### config.mk
export PLATFORM = sky130hd
export DESIGN_NAME = uart_frame_ctrl
export DESIGN_NICKNAME = d
export VERILOG_FILES = /design/src/rtl/uart_frame_pkg.sv /design/src/rtl/uart_frame_timeout.sv /design/src/rtl/uart_frame_ctrl.sv
export SDC_FILE = /design/constraint.sdc
export NUM_CORES = 1
export LEC_CHECK = 0
export BUFFER_PORTS_ARGS = -buffer_cell sky130_fd_sc_hd__buf_2
export CAP_MARGIN = 20
export CORE_ASPECT_RATIO = 0.9
export CORE_MARGIN = 8
export CORE_UTILIZATION = 62
export CTS_BUF_LIST = sky130_fd_sc_hd__clkbuf_16
export DETAILED_ROUTE_END_ITERATION = 10
export PLACE_DENSITY = 0.88
export SLEW_MARGIN = 20
export SYNTH_ARGS = -nofsm -noshare
export SYNTH_HDL_FRONTEND = slang
export SYNTH_SLANG_ARGS = --single-unit
### constraint.sdc
create_clock -name clk -period 6 [get_ports clk]
set_input_delay 0.3 -clock clk [delete_from_list [all_inputs] [get_ports clk]]
set_output_delay 0.3 -clock clk [all_outputs]
set_load 0.05 [all_outputs]
### src/rtl/uart_frame_pkg.sv
// Shared types and constants for the UART frame controller.
package uart_frame_pkg;

    typedef enum logic [1:0] {S_IDLE, S_LEN, S_PAY, S_CHK} state_t;

    localparam logic [7:0] HDR_DEFAULT = 8'hAA;
    localparam int         ERR_CNT_W   = 8;

    function automatic logic len_ok(input logic [7:0] len, input int max_len);
        return (len != 8'd0) && (int'(len) <= max_len);
    endfunction

endpackage

### src/rtl/uart_frame_timeout.sv
// Inter-byte idle timer: down-counter reloaded on clear, expired pulses at terminal count.
module uart_frame_timeout #(
    parameter int TIMEOUT_CYC = 1_000_000
) (
    input  logic clk,
    input  logic rst,
    input  logic i_clear,
    input  logic i_enable,
    output logic o_expired
);
    localparam int               CNT_W = (TIMEOUT_CYC > 1) ? $clog2(TIMEOUT_CYC) : 1;
    localparam logic [CNT_W-1:0] LOAD  = CNT_W'(TIMEOUT_CYC - 1);

    logic [CNT_W-1:0] r_cnt;

    always_ff @(posedge clk) begin
        if (rst || i_clear) begin
            r_cnt <= LOAD;
        end else if (i_enable && (r_cnt != '0)) begin
            r_cnt <= r_cnt - CNT_W'(1);
        end
    end

    // a clear in the same cycle suppresses expiry, so an arriving byte always wins
    assign o_expired = i_enable && !i_clear && (r_cnt == '0);

endmodule

### src/rtl/uart_frame_ctrl.sv
// Frame parser HDR,LEN,PAYLOAD[LEN],CHK -> display register; optional byte echo via UART_FRAME_ECHO_EN.
//  state  | meaning
//  S_IDLE | waiting for HDR, other bytes ignored
//  S_LEN  | expecting length byte
//  S_PAY  | collecting payload bytes into shadow
//  S_CHK  | expecting checksum (XOR of LEN and payload)
module uart_frame_ctrl
    import uart_frame_pkg::*;
#(
    parameter logic [7:0] HDR         = HDR_DEFAULT,
    parameter int         MAX_LEN     = 4,
    parameter int         TIMEOUT_CYC = 1_000_000
) (
    input  logic                   clk,
    input  logic                   rst,
    input  logic                   rx_valid,
    input  logic [7:0]             rx_data,
    output logic [8*MAX_LEN-1:0]   disp_data,
    output logic                   disp_update,
    output logic                   frame_err,
    output logic [ERR_CNT_W-1:0]   err_cnt,
    output logic                   busy
`ifdef UART_FRAME_ECHO_EN
    ,
    output logic                   tx_start,
    output logic [7:0]             tx_data,
    input  logic                   tx_busy
`endif
);
    localparam int LEN_W = $clog2(MAX_LEN + 1);

    state_t                 r_state, w_state_nxt;
    logic [LEN_W-1:0]       r_len, r_idx;
    logic [7:0]             r_chk;
    logic [8*MAX_LEN-1:0]   r_shadow, r_disp;
    logic [MAX_LEN-1:0]     r_mask;
    logic                   r_commit_q, r_update, r_err;
    logic [ERR_CNT_W-1:0]   r_err_cnt;
    logic                   w_busy, w_tmo, w_len_ok, w_last_pay, w_commit, w_err;

    assign w_busy     = (r_state != S_IDLE);
    assign w_len_ok   = len_ok(rx_data, MAX_LEN);
    assign w_last_pay = (r_idx == (r_len - LEN_W'(1)));

    uart_frame_timeout #(.TIMEOUT_CYC(TIMEOUT_CYC)) u_timeout (
        .clk      (clk),
        .rst      (rst),
        .i_clear  (rx_valid || !w_busy),
        .i_enable (w_busy),
        .o_expired(w_tmo)
    );

    always_ff @(posedge clk) begin
        if (rst) r_state <= S_IDLE;
        else     r_state <= w_state_nxt;
    end

    always_comb begin
        w_state_nxt = r_state;
        if (rx_valid) begin
            case (r_state)
                S_IDLE:  if (rx_data == HDR) w_state_nxt = S_LEN;
                S_LEN:   w_state_nxt = w_len_ok ? S_PAY : S_IDLE;
                S_PAY:   if (w_last_pay) w_state_nxt = S_CHK;
                S_CHK:   w_state_nxt = S_IDLE;
                default: w_state_nxt = S_IDLE;
            endcase
        end else if (w_tmo) begin
            w_state_nxt = S_IDLE;
        end
    end

    always_comb begin
        w_commit = rx_valid && (r_state == S_CHK) && (rx_data == r_chk);
        w_err    = w_tmo
                || (rx_valid && (r_state == S_LEN) && !w_len_ok)
                || (rx_valid && (r_state == S_CHK) && (rx_data != r_chk));
    end

    always_ff @(posedge clk) begin
        if (rst) begin
            r_len    <= '0;
            r_idx    <= '0;
            r_chk    <= '0;
            r_shadow <= '0;
            r_mask   <= '0;
        end else if (rx_valid) begin
            case (r_state)
                S_LEN: begin
                    if (w_len_ok) begin
                        r_len  <= rx_data[LEN_W-1:0];
                        r_chk  <= rx_data;
                        r_idx  <= '0;
                        r_mask <= '0;
                    end
                end
                S_PAY: begin
                    for (int k = 0; k < MAX_LEN; k++) begin
                        if (r_idx == LEN_W'(k)) begin
                            r_shadow[8*k +: 8] <= rx_data;
                            r_mask[k]          <= 1'b1;
                        end
                    end
                    r_chk <= r_chk ^ rx_data;
                    r_idx <= r_idx + LEN_W'(1);
                end
                default: ;
            endcase
        end
    end

    // bytes not written by this frame keep their previous display value
    always_ff @(posedge clk) begin
        if (rst) begin
            r_disp     <= '0;
            r_commit_q <= 1'b0;
            r_update   <= 1'b0;
            r_err      <= 1'b0;
            r_err_cnt  <= '0;
        end else begin
            r_commit_q <= w_commit;
            r_update   <= r_commit_q;
            r_err      <= w_err;
            if (w_commit) begin
                for (int k = 0; k < MAX_LEN; k++) begin
                    if (r_mask[k]) r_disp[8*k +: 8] <= r_shadow[8*k +: 8];
                end
            end
            if (w_err && (r_err_cnt != '1)) r_err_cnt <= r_err_cnt + ERR_CNT_W'(1);
        end
    end

    assign disp_data   = r_disp;
    assign disp_update = r_update;
    assign frame_err   = r_err;
    assign err_cnt     = r_err_cnt;
    assign busy        = w_busy;

`ifdef UART_FRAME_ECHO_EN
    logic       r_hold_full, r_tx_start;
    logic [7:0] r_hold_data, r_tx_data;

    // a byte arriving while the holding register is full replaces the older one
    always_ff @(posedge clk) begin
        if (rst) begin
            r_hold_full <= 1'b0;
            r_hold_data <= '0;
            r_tx_start  <= 1'b0;
            r_tx_data   <= '0;
        end else begin
            r_tx_start <= 1'b0;
            if (r_hold_full && !tx_busy) begin
                r_tx_start  <= 1'b1;
                r_tx_data   <= r_hold_data;
                r_hold_full <= 1'b0;
            end
            if (rx_valid) begin
                r_hold_data <= rx_data;
                r_hold_full <= 1'b1;
            end
        end
    end

    assign tx_start = r_tx_start;
    assign tx_data  = r_tx_data;
`endif

endmodule

==> results.yml, run 1 <==
status:
  status: "finished, final reports clean"
floorplanning:
  core_area_um2: 7507
  die_y_um: 99.36
  io_pins: 54
  initial_core_util_pct: 63.77
  die_w_um: 108.6
  die-area_um2: 10790
  row_count: 30
grt:
  antenna_found_initial: 0
  gr-usage-all-layers_pct: 21.77
  grt_pass1_wl_um: 18820
  overflow: 0
  grt_pass1_vias: 4040
  grt_max_degree: 64
worst_setup_path:
  worstSetupEndpoint: "err_cnt[7]$_SDFFE_PP0P_"
  setup.worst_path.class: "reg2reg"
  r2r_setup_slack_ns: 3.31
  cpPeakStageDelay_ns: 0.57
  reg2regPathDepth: 6
  cp-startpoint: "u_timeout.r_cnt[11]$_SDFFE_PP0P_"
  reg2reg_from: "u_timeout.r_cnt[11]$_SDFFE_PP0P_"
  arrival_ns: 3.02
  worstPathCellList: "or4_4, nand4b_4, or4_4, a31o_1, or4_1, a21oi_1"
  path_max_fanout: 12
  reg2reg_to: "err_cnt[7]$_SDFFE_PP0P_"
  cpMostUsedCell: "or4_4"
  cp_slowest_cell: "or4_4"
  cp.required_ns: 6.34
  worstSetupStartpointType: "flip-flop"
  critPathCaptureType: "flip-flop"
synth:
  synth_cell_types: 42
  synth_edf_count: 0
  synth-main-ff-cell: "dfxtp_1"
  synth_warnings: 0
  synth_top_area_share_pct: 48.09
  ys_seq_elements: 115
  ys_seq_area_share_pct: 48.09
  syn_nets: 573
  synth_area_per_cell_um2: 8.657
  async_reset_ff_share_pct: 0
  syn-instance-count: 553
  yosys.area.top_type: "dfxtp_1"
  synthTopCellsByArea: "dfxtp_1 (48%), mux2i_1 (6.9%), nand2_1 (6.4%)"
  syn_area_um2: 4787
clocking:
  clk_latency_ns: 0.41
  clockBufferDepth: 2
  cts_setup_buffers: 0
  ctsResizeCount: 0
  cts_sinks: 115
  holdBufCountCts: 0
  cts_buffers: 17
  cts_max_level: 4
  clk_pin_slew_ns: 0.06
  cts_tree: "yes"
  clockRootBuffer: "clkbuf_16"
detailed_routing:
  drt_iter0_drc: 271
  ant_nets: 0
  via_count: 4099
  remaining_drc_errors: 0
  wl_per_cell_um: 16.17
  first_pass_iters: 5
  via_per_inst: 5.831
  wl_um: 11370
timing:
  timing.slew.headroom_pct: 46.26
  rsz0062_at_grt: "no"
  finalHoldViolCount: 0
  post-route-period-util_pct: 44.76
  drv_slew: 0
  min_period_ns: 2.686
  fin_skew_ns: 0.007634
  timing.setup.tns_ns: 0
  setup_viol: 0
  fmax_mhz: 372.3
  tightestPinTransition_ns: 0.8000
final_layout:
  finalNetCount: 614
  postLayoutCoreUtil_pct: 75.70
  n_antenna_cell: 0
  drive_gt1_share_pct: 16.47
  syn2layout_area_growth_pct: 18.71
  filler_cell_count: 502
power_and_ir_drop:
  swShare_pct: 22.09
  leakage_nw: 2.341
  peakVddDrop_mv: 0.2175
  powerDensity_nw_per_um2: 324.0
  seqPwrFrac_pct: 41.5
  p_sw_mw: 0.4067
  power_frac_comb_pct: 1.6
  pwr-share-clk_pct: 56.9
  p_int_mw: 1.434
placed_design:
  detailed_place_hpwl_um: 7126
  place_congestion: 0.8120
  numPortBuffers: 53
run:
  maxCapViolCount: 0
worst_hold_path:
  hold_class: "in2reg"
## area by class of cell
type                    count  area (um^2)  area share (%)
clock inverters            15        197.7           3.479
clock buffers              17        425.4           7.486
multi-input cells         395         2316           40.75
repair buffers             56        287.8           5.064
well taps                  96        120.1           2.114
inverters                   9        33.78          0.5945
flip-flops and latches    115         2302           40.51
## cells in the final DEF, fill, tap and decap left out, types with 4 or more instances in the layout
cell type,count
o211ai_1,8
nor4_1,4
a21oi_1,58
o21ai_1,4
xnor2_1,23
inv_1,9
clkbuf_16,17
xor2_1,5
nand3_1,37
nand2_1,81
o21ai_0,8
ha_1,9
or2_2,6
buf_2,53
nor2_1,53
dfxtp_1,115
clkinv_4,5
mux2i_1,33
or3_1,10
nor3_1,19
## metrics by stage
step | hold WS [ns] | setup WS [ns] | instances | power [mW] | cell area [um^2]
after global routing | 0.2435 | 3.183 | 703 | 1.888 | 5683
after detailed placement | 0.4485 | 3.337 | 671 | 0.8088 | 5060
after global placement | 0.4289 | 3.392 | 671 | 0.8085 | 5060
final | 0.2379 | 3.314 | 703 | 1.841 | 5683
after CTS | 0.2251 | 3.319 | 703 | 1.850 | 5683
after floorplan | 0.4138 | 3.521 | 553 | 0.8002 | 4787
## metal layers
| layer | vias to the layer above | wire [um] | share of wire (%) | GRT usage, % |
|---|---|---|---|---|
| met5 | - | 0 | 0 | 0 |
| met4 | 0 | 199 | 1.8 | 11.36 |
| met3 | 26 | 734 | 6.5 | 5.624 |
| met2 | 157 | 5828 | 51 | 37.66 |
| met1 | 1938 | 4607 | 41 | 23.85 |
| li1 | 1978 | - | - | - |
## flip-flops by register name, summed over array words and instances, names as in the netlist
signal,count
u_timeout.r_cnt,20
r_len,3
err_cnt,8
disp_update,1
r_idx,3
disp_data,32
r_shadow,32
r_mask,4
r_commit_q,1
r_state,2
frame_err,1
r_chk,8
## kinds of logic (layout without fill, tap and decap cells)
family                     Yosys count  after routing  share of synthesized area, %
adders and majority gates            9              9                         2.352
DFF                                115            115                         48.09
xor gates and xnor gates            28             28                         5.123
muxes                               34             34                         7.135
and+or+nand+nor                    237            237                         23.78
buffers and inverters               43             97                         3.528
AOI/OAI and AO/OA                   87             87                         9.985
## power by group through the flow
stage	Clock (mW)	Sequential, mW	Combinational (mW)
floorplan	0	0.780	0.0197
global placement	0	0.780	0.0281
detailed placement	0	0.780	0.0283
CTS	1.06	0.764	0.0285
global route	1.09	0.763	0.0311
finish	1.05	0.764	0.0293
## worst min-delay path by stage
stage                                    startpoint  depth (start not counted)  slack, ns                        end
after detailed placement  r_shadow[16]$_SDFFE_PP0P_                          2       0.45  r_shadow[16]$_SDFFE_PP0P_
after floorplan               r_commit_q$_SDFF_PP0_                          1       0.41     disp_update$_SDFF_PP0_
after global placement        r_commit_q$_SDFF_PP0_                          1       0.43     disp_update$_SDFF_PP0_
after global routing                     rx_data[7]                          3       0.24  r_shadow[31]$_SDFFE_PP0P_
after CTS                                rx_data[4]                          3       0.23  r_shadow[28]$_SDFFE_PP0P_
final                                    rx_data[4]                          3       0.24  r_shadow[28]$_SDFFE_PP0P_
## synthesized netlist by cell type, types with 2 or more instances
| cell type | instances |
|---|---|
| a31oi_1 | 2 |
| inv_1 | 9 |
| or4_4 | 2 |
| nand3_1 | 37 |
| xor2_1 | 5 |
| mux2i_1 | 33 |
| or4_1 | 2 |
| ha_1 | 9 |
| a21oi_1 | 58 |
| nand2_1 | 81 |
| nor3_1 | 19 |
| o21ai_1 | 4 |
| nor4b_1 | 2 |
| o211ai_1 | 8 |
| nand4_1 | 3 |
| o31ai_1 | 3 |
| and2_1 | 3 |
| nor2b_1 | 3 |
| or3_1 | 10 |
| dfxtp_1 | 115 |
| nand2b_1 | 2 |
| o21ai_0 | 8 |
| nor2_1 | 53 |
| clkbuf_1 | 32 |
| or2_2 | 6 |
| and3_1 | 3 |
| nor4_1 | 4 |
| xnor2_1 | 23 |
## worst max-delay path: cells and delay by family (launching register included)
kind | cells | cell delay, ns
AO/OA/AOI/OAI | 2 | 0.49
flip-flops | 1 | 0.35
AND/OR/NAND/NOR | 4 | 1.79
Note: power is estimated with default switching activity, not from simulation.
==> run 2, diff against run 1 <==
- CORE_UTILIZATION: 62 -> 58
- PLACE_DENSITY: 0.88 -> 0.83
- clock period: 6 -> 2.7 ns (I/O delays scaled with it)
==> results.yml, run 2 (synthesis results as in run 1) <==
detailed_routing:
  via_count: 4144
  first_pass_iters: 5
  ant_nets: 0
  remaining_drc_errors: 0
  via_per_inst: 5.796
  wl_um: 11280
  drt_iter0_drc: 265
  wl_per_cell_um: 15.78
clocking:
  cts_buffers: 17
  cts_tree: "yes"
  cts_max_level: 4
  clockBufferDepth: 2
  holdBufCountCts: 0
  clockRootBuffer: "clkbuf_16"
  clk_latency_ns: 0.41
  clk_pin_slew_ns: 0.06
  cts_sinks: 115
power_and_ir_drop:
  leakage_nw: 2.373
  power_mw: 4.035
  powerDensity_nw_per_um2: 701.9
  peakVddDrop_mv: 0.4233
run:
  maxCapViolCount: 0
final_layout:
  syn2layout_area_growth_pct: 20.07
  filler_cell_count: 604
  final_common_cell: "dfxtp_1"
  finalNetCount: 623
  most-common-layout-cells: "dfxtp_1 (115), nand2_1 (81), a21oi_1 (58), nor2_1 (53), buf_2 (53)"
  drive_gt1_share_pct: 17.86
  n_antenna_cell: 0
placed_design:
  place_congestion: 0.7892
  numPortBuffers: 53
  detailed_place_hpwl_um: 7317
worst_setup_path:
  arrival_ns: 2.88
  reg2regPathDepth: 6
  critPathCaptureType: "flip-flop"
  reg2reg_from: "u_timeout.r_cnt[11]$_SDFFE_PP0P_"
  cpMostUsedCell: "or4_4"
  cp_slowest_cell: "or4_4"
  path_max_fanout: 11
  worstPathCellList: "or4_4, nand4b_4, or4_4, a31o_4, or4_1, a21oi_1"
  cp.required_ns: 3.04
  worstSetupStartpointType: "flip-flop"
  cpPeakStageDelay_ns: 0.57
  r2r_setup_slack_ns: 0.16
  cp-startpoint: "u_timeout.r_cnt[11]$_SDFFE_PP0P_"
  setup.worst_path.class: "reg2reg"
  reg2reg_to: "err_cnt[7]$_SDFFE_PP0P_"
grt:
  antenna_found_initial: 0
  grt_max_degree: 42
  grt_pass1_vias: 4011
  overflow: 0
  grt_pass1_wl_um: 18880
  gr-usage-all-layers_pct: 20.66
timing:
  post-route-period-util_pct: 94.21
  rsz0062_at_grt: "no"
  setup_viol: 0
  timing.setup.tns_ns: 0
  fin_skew_ns: 0.006988
  min_period_ns: 2.544
  finalHoldViolCount: 0
  timing.slew.headroom_pct: 59.76
  fmax_mhz: 393.1
  tightestPinTransition_ns: 0.6037
  drv_slew: 0
floorplanning:
  initial_core_util_pct: 59.62
  io_pins: 54
  row_count: 31
  die-area_um2: 11420
  core_area_um2: 8029
  die_w_um: 111.8
  die_y_um: 102.2
status:
  status: "finished, final reports clean"
worst_hold_path:
  hold_class: "in2reg"
  hold_end: "r_shadow[30]$_SDFFE_PP0P_"
  min_from: "rx_data[6]"
  hold_depth: 3
run 2: per-layer routing:
| layer | GRT usage [%] | part of all wire (%) |
|---|---|---|
| met1 | 22.01 | 40 |
| met2 | 38.05 | 52 |
| met3 | 5.729 | 6.3 |
| met4 | 8.919 | 1.6 |
| met5 | 0 | 0 |
run 2: final cells by class:
type / instances / area (um^2) / share of cell area (%)
clock buffer: 17 / 425.4 / 7.401
clock inverter: 15 / 182.7 / 3.178
inverter: 9 / 33.78 / 0.5877
multi-input combinational: 395 / 2325 / 40.44
sequential: 115 / 2302 / 40.05
tap: 99 / 123.9 / 2.155
timing repair buffer: 65 / 355.3 / 6.182
run 2: critical path, delay by kind of cell (launching register included):
family,cells,cell delay (ns)
DFF,1,0.35
AOI/OAI and AO/OA,2,0.43
and+or+nand+nor,4,1.68
run 2: what timing repair did:
item	4_1_cts	5_1_grt
resized for setup	0	2
setup buffers	0	3
setup endpoints to repair	0	5
run 2: report_power, final:
part	internal (mW)	total [mW]	switching, mW
clock	1.45	2.27	0.816
combinational	0.0147	0.0663	0.0516
sequential	1.70	1.70	0.0000578
total	3.17	4.03	0.868
run 2: through the flow:
step / utilization, % / worst slack, ns / hold slack, ns / instances / cell area [um^2]
after CTS: 71.20 / 0.01824 / 0.06776 / 712 / 5717
final: 71.59 / 0.1563 / 0.07698 / 715 / 5748
after floorplan: - / 0.2206 / 0.3693 / 553 / 4787
after global placement: 63.63 / 0.08951 / 0.4373 / 680 / 5109
after detailed placement: 63.63 / 0.06437 / 0.4399 / 680 / 5109
after global routing: 71.59 / 0.06294 / 0.08077 / 715 / 5748
run 2: how the worst max path moves through the flow:
stage	end	slack (ns)	cells after the start
after global placement	err_cnt[7]$_SDFFE_PP0P_	0.09	6
after detailed placement	err_cnt[7]$_SDFFE_PP0P_	0.06	6
final	err_cnt[7]$_SDFFE_PP0P_	0.16	6
after CTS	err_cnt[7]$_SDFFE_PP0P_	0.02	6
after floorplan	err_cnt[5]$_SDFFE_PP0P_	0.22	7
after global routing	err_cnt[7]$_SDFFE_PP0P_	0.06	6
